## src/rtl/uart_hex_dump.sv

```systemverilog
// uart_hex_dump: turns binary words into an ASCII hexadecimal byte stream,
// most significant nibble first, optionally terminated by CR LF. The byte
// side is a valid/ready source intended to feed a UART transmitter directly.
// byte_out_valid/byte_out_data are pure registers, so the transmitter's
// ready never reaches them combinationally.

module uart_hex_dump #(
    parameter int WORD_WIDTH = 32,
    parameter bit EMIT_CRLF  = 1'b1,
    parameter bit UPPERCASE  = 1'b1
) (
    input  logic                  clk,
    input  logic                  rst,
    input  logic [WORD_WIDTH-1:0] word_in_data,
    input  logic                  word_in_valid,
    output logic                  word_in_ready,
    output logic [7:0]            byte_out_data,
    output logic                  byte_out_valid,
    input  logic                  byte_out_ready
);

    localparam int NIBBLES = WORD_WIDTH / 4;
    localparam int CNT_W   = (NIBBLES > 1) ? $clog2(NIBBLES) : 1;

    typedef enum logic [1:0] {
        S_IDLE = 2'd0,
        S_HEX  = 2'd1,
        S_CR   = 2'd2,
        S_LF   = 2'd3
    } state_t;

    state_t                r_state;
    logic [WORD_WIDTH-1:0] r_shift;
    logic [CNT_W-1:0]      r_cnt;
    logic                  r_valid;
    logic [7:0]            r_data;

    logic [WORD_WIDTH-1:0] w_shift_next;

    // Map one nibble to its ASCII hex digit; letter case chosen at elaboration.
    function automatic logic [7:0] f_hex_ascii(input logic [3:0] nib);
        logic [7:0] v;
        v = {4'h0, nib};
        if (nib < 4'd10) begin
            return 8'h30 + v;
        end else if (UPPERCASE) begin
            return 8'h41 + (v - 8'd10);
        end else begin
            return 8'h61 + (v - 8'd10);
        end
    endfunction

    assign w_shift_next   = r_shift << 4;
    // Ready is withheld during the reset cycle itself, then follows IDLE.
    assign word_in_ready  = (r_state == S_IDLE) && !rst;
    assign byte_out_valid = r_valid;
    assign byte_out_data  = r_data;

    // Formatter FSM: captures a word, walks its nibbles, appends CR LF; the
    // next output byte is precomputed so the outputs stay registered.
    always_ff @(posedge clk) begin
        if (rst) begin
            r_state <= S_IDLE;
            r_valid <= 1'b0;
            r_data  <= 8'h00;
        end else begin
            case (r_state)
                S_IDLE: begin
                    if (word_in_valid) begin
                        r_shift <= word_in_data;
                        r_cnt   <= CNT_W'(NIBBLES - 1);
                        r_state <= S_HEX;
                        r_valid <= 1'b1;
                        r_data  <= f_hex_ascii(word_in_data[WORD_WIDTH-1 -: 4]);
                    end
                end
                S_HEX: begin
                    if (byte_out_ready) begin
                        r_shift <= w_shift_next;
                        if (r_cnt == '0) begin
                            // Last digit taken; the counter stops here, never wraps.
                            if (EMIT_CRLF) begin
                                r_state <= S_CR;
                                r_data  <= 8'h0D;
                            end else begin
                                r_state <= S_IDLE;
                                r_valid <= 1'b0;
                                r_data  <= 8'h00;
                            end
                        end else begin
                            r_cnt  <= r_cnt - CNT_W'(1);
                            r_data <= f_hex_ascii(w_shift_next[WORD_WIDTH-1 -: 4]);
                        end
                    end
                end
                S_CR: begin
                    if (byte_out_ready) begin
                        r_state <= S_LF;
                        r_data  <= 8'h0A;
                    end
                end
                S_LF: begin
                    if (byte_out_ready) begin
                        r_state <= S_IDLE;
                        r_valid <= 1'b0;
                        r_data  <= 8'h00;
                    end
                end
                default: begin
                    r_state <= S_IDLE;
                    r_valid <= 1'b0;
                    r_data  <= 8'h00;
                end
            endcase
        end
    end

endmodule

```

## config.mk

```make
export PLATFORM = sky130hd
export DESIGN_NAME = uart_hex_dump
export DESIGN_NICKNAME = d
export VERILOG_FILES = /design/src/rtl/uart_hex_dump.sv
export SDC_FILE = /design/constraint.sdc
export NUM_CORES = 1
export LEC_CHECK = 0
export BUFFER_PORTS_ARGS = -buffer_cell sky130_fd_sc_hd__buf_2
export CAP_MARGIN = 20
export CORE_UTILIZATION = 45
export CTS_CLUSTER_SIZE = 10
export DETAILED_ROUTE_END_ITERATION = 12
export MAX_ROUTING_LAYER = met4
export PLACE_DENSITY_LB_ADDON = 0.3
export SETUP_SLACK_MARGIN = 0.15
export SLEW_MARGIN = 20
export SYNTH_ARGS = -nofsm -noshare
export SYNTH_HDL_FRONTEND = slang
export SYNTH_SLANG_ARGS = --single-unit
```

## constraint.sdc

```tcl
create_clock -name clk -period 7 [get_ports clk]
set_input_delay 0 -clock clk [delete_from_list [all_inputs] [get_ports clk]]
set_output_delay 0 -clock clk [all_outputs]
set_load 0.05 [all_outputs]
```

==> flow_metrics.py <==
metrics = {
    "die": {
        "initial_utilization": 0.474,
        "core_area_mm2": 0.00482,
        "num_rows": 25,
        "io-pin-count": 46,
        "dieWidth_um": 73.3,
        "die_h_um": 73.3,
        "die_area_mm2": 0.00537,
    },
    "clocking": {
        "root_buffer": "clkbuf_8",
        "cts_resized": 0,
        "cts_setup_buffers": 0,
        "htree_num_levels": 2,
        "clk_latency_ps": 290,
        "clockBufferDepth": 2,
        "clkTransAtPathRegs_ps": 80,
        "cts.sinks": 41,
        "numCtsBuffers": 5,
        "cts_tree": "built",
        "cts_hold_buffers": 9,
    },
    "run_status": {
        "status": "complete, no violations",
    },
    "final_layout": {
        "instances_no_fill": 314,
        "n_antenna_cell": 0,
        "drive_gt1_frac": 0.352,
        "utilization": 0.572,
        "layout.nets": 297,
        "mostFrequentLayoutCell": "buf_2",
        "area_delta_synth_final_pct": 20.5,
        "layout_common_cells": "buf_2 (44), edfxtp_1 (31), mux2_2 (24), ha_1 (14)",
    },
    "critical_path": {
        "cp-startpoint": "r_state[1]",
        "critPathLaunchType": "flop",
        "crit_path_max_fanout": 38,
        "r2r_cells": 6,
        "critPathRequiredTime_ps": 6960,
        "worstPathArrival_ps": 2720,
        "r2r-start": "r_state[1]",
        "crit_path_end": "r_cnt[1]",
        "setup.worst_path.class": "flop to flop",
        "end_kind": "flop",
        "cp_slowest_cell": "ha_2",
        "slowest_delay_ps": 770,
        "path_cells": "inv_1 -> ha_2 -> mux2i_1 -> nor3b_4 -> buf_4 -> a21boi_1",
        "r2r_setup_slack_ps": 4240,
        "r2r_end": "r_cnt[1]",
    },
    "placement": {
        "numPortBuffers": 44,
        "dp_hpwl_mm": 2.75,
        "gp_congestion": 0.774,
        "dp.cells": 296,
    },
    "synthesis": {
        "synth.distinct_cells": 42,
        "ys_seq_area_frac": 0.495,
        "synthMuxAreaShare": 0.138,
        "synth_top_family_by_area": "multiplexers",
        "syn_area_mm2": 0.00228,
        "syn_inst": 194,
        "ys.warnings.count": 0,
        "ys_ff_latch": 41,
        "syn_avg_cell_area_um2": 11.8,
        "synth_compound_area_frac": 0.108,
        "synthXorXnorAreaFrac": 0.0268,
        "yosys.area_share.simple": 0.0975,
        "yosys.area_share.adder": 0.0821,
        "synthesis.nets": 245,
    },
    "min_path": {
        "holdCritPathClass": "input pin to flop",
        "min_path_cells": 2,
    },
    "global_routing": {
        "grt_max_degree": 39,
        "grt_pass1_wl_mm": 6.39,
        "grt_pass1_vias": 1450,
        "overflow": 0,
        "grt_antenna_before_repair": 0,
        "grt_usage": 0.164,
    },
    "power_and_ir_drop": {
        "leakage_nw": 1.12,
        "power_w": 0.00109,
        "vdd_drop_max_uv": 148,
        "p_per_area_mw_per_mm2": 396,
    },
    "routing": {
        "vias": 1537,
        "wirelength_mm": 3.93,
        "drt_iter0_markers": 89,
        "drcViolationCount": 0,
        "drt_pre_antenna_iters": 4,
        "ant_nets": 0,
        "avgViaCountPerCell": 4.89,
        "wire_per_inst_um": 12.5,
    },
    "sta": {
        "tns_ps": 0,
        "max_freq_mhz": 363,
        "finalSetupViolCount": 0,
        "worst_slew_pin_slew_ps": 864,
        "slew_viol_final": 0,
        "period_share": 0.394,
        "finalCriticalPeriod_ps": 2760,
        "finClkSkew_ps": 8.56,
        "slew_headroom": 0.424,
        "finalHoldViolCount": 0,
        "rsz0062_at_grt": "false",
    },
    "run": {
        "maxCapViolCount": 0,
    },
}
-- stage by stage --
| stage | setup slack, ps | hold slack, ps | area [um^2] |
|---|---|---|---|
| after detailed placement | 4210 | 297 | 2540 |
| after floorplan | 4220 | 103 | 2280 |
| final | 4240 | 9.95 | 2750 |
| after global placement | 4330 | 294 | 2540 |
| after global routing | 3980 | 6.03 | 2750 |
| after CTS | 4160 | 0.605 | 2740 |
-- state kept, by name, summed over array words and instances, names as in the netlist --
signal,cells
byte_out_data,7
byte_out_valid,1
r_cnt,3
r_shift,28
r_state,2
-- cell type report --
type / count / area [um^2]
Fill cell: 409 / 2060
Sequential cell: 41 / 1130
Multi-Input combinational cell: 130 / 1050
Timing Repair Buffer: 55 / 328
Tap cell: 67 / 83.8
Clock buffer: 5 / 68.8
Inverter: 13 / 48.8
Clock inverter: 3 / 46.3
-- routing by layer --
layer  global-route usage  wire (um)
met1                0.194       1790
met2                0.274       1990
met3               0.0343        115
met4               0.0632         33
met5                    -          0
-- kinds of logic after synthesis --
group | count (synthesis)
and+or+nand+nor | 41
other | 1
muxes | 28
adders and majority gates | 15
DFF | 41
buffers and inverters | 23
AOI/OAI and AO/OA | 38
xor gates and xnor gates | 7
-- cell usage after synthesis --
master    number  area [um^2]
edfxtp_1      31          931
mux2_2        24          270
ha_1          15          188
inv_1         12         45.0
nor2_1        12         45.0
a21oi_1       11         55.1
dfxtp_1       10          200
nand2_1        8         30.0
nor2b_1        6         37.5
buf_2          5         25.0
o21ai_0        5         25.0
a311oi_1       4         35.0
o21ai_1        4         20.0
xnor2_1        4         35.0
mux2i_1        3         30.0
nand3b_1       3         22.5
nor3_1         3         15.0
xor2_1         3         26.3
a211oi_1       2         15.0
a21boi_1       2         15.0
and3_1         2         12.5
buf_4          2         15.0
buf_6          2         22.5
nand2b_1       2         12.5
o21a_1         2         15.0
a211o_1        1         8.76
a21o_1         1         7.51
a21oi_2        1         8.76
a221oi_1       1         8.76
clkbuf_1       1         3.75
conb_1         1         3.75
inv_2          1         3.75
mux2_4         1         15.0
nand2b_4       1         13.8
nand3_1        1         5.00
nor3_2         1         10.0
nor3b_2        1         12.5
o21a_2         1         8.76
o21ai_2        1         8.76
o21bai_1       1         7.51
o41ai_1        1         8.76
or2_2          1         6.26
-- worst min-delay path by stage --
stage | start | to
6_report | word_in_data[17] | r_shift[17]
3_5_place_dp | word_in_data[3] | r_shift[3]
4_1_cts | word_in_data[5] | r_shift[5]
5_1_grt | word_in_data[23] | r_shift[23]
2_1_floorplan | rst | byte_out_data[3]
3_3_place_gp | word_in_data[2] | r_shift[2]
-- critical path: cells and delay by family (launching register included) --
| family | cells | cell delay (ps) |
|---|---|---|
| adders and majority gates | 1 | 770 |
| DFF | 1 | 330 |
| buffers and inverters | 2 | 490 |
| AOI/OAI and AO/OA | 1 | 370 |
| muxes | 1 | 240 |
| and+or+nand+nor | 1 | 200 |
-- where the power goes --
| part | leakage, nW | total (W) | internal, W | switching [W] |
|---|---|---|---|---|
| logic | 0.702 | 0.000491 | 0.000196 | 0.000295 |
| registers | 0.368 | 0.000410 | 0.000376 | 0.0000349 |
| clock network | 0.0543 | 0.000190 | 0.000107 | 0.0000829 |
No activity file was read; power rests on OpenSTA's default activity.
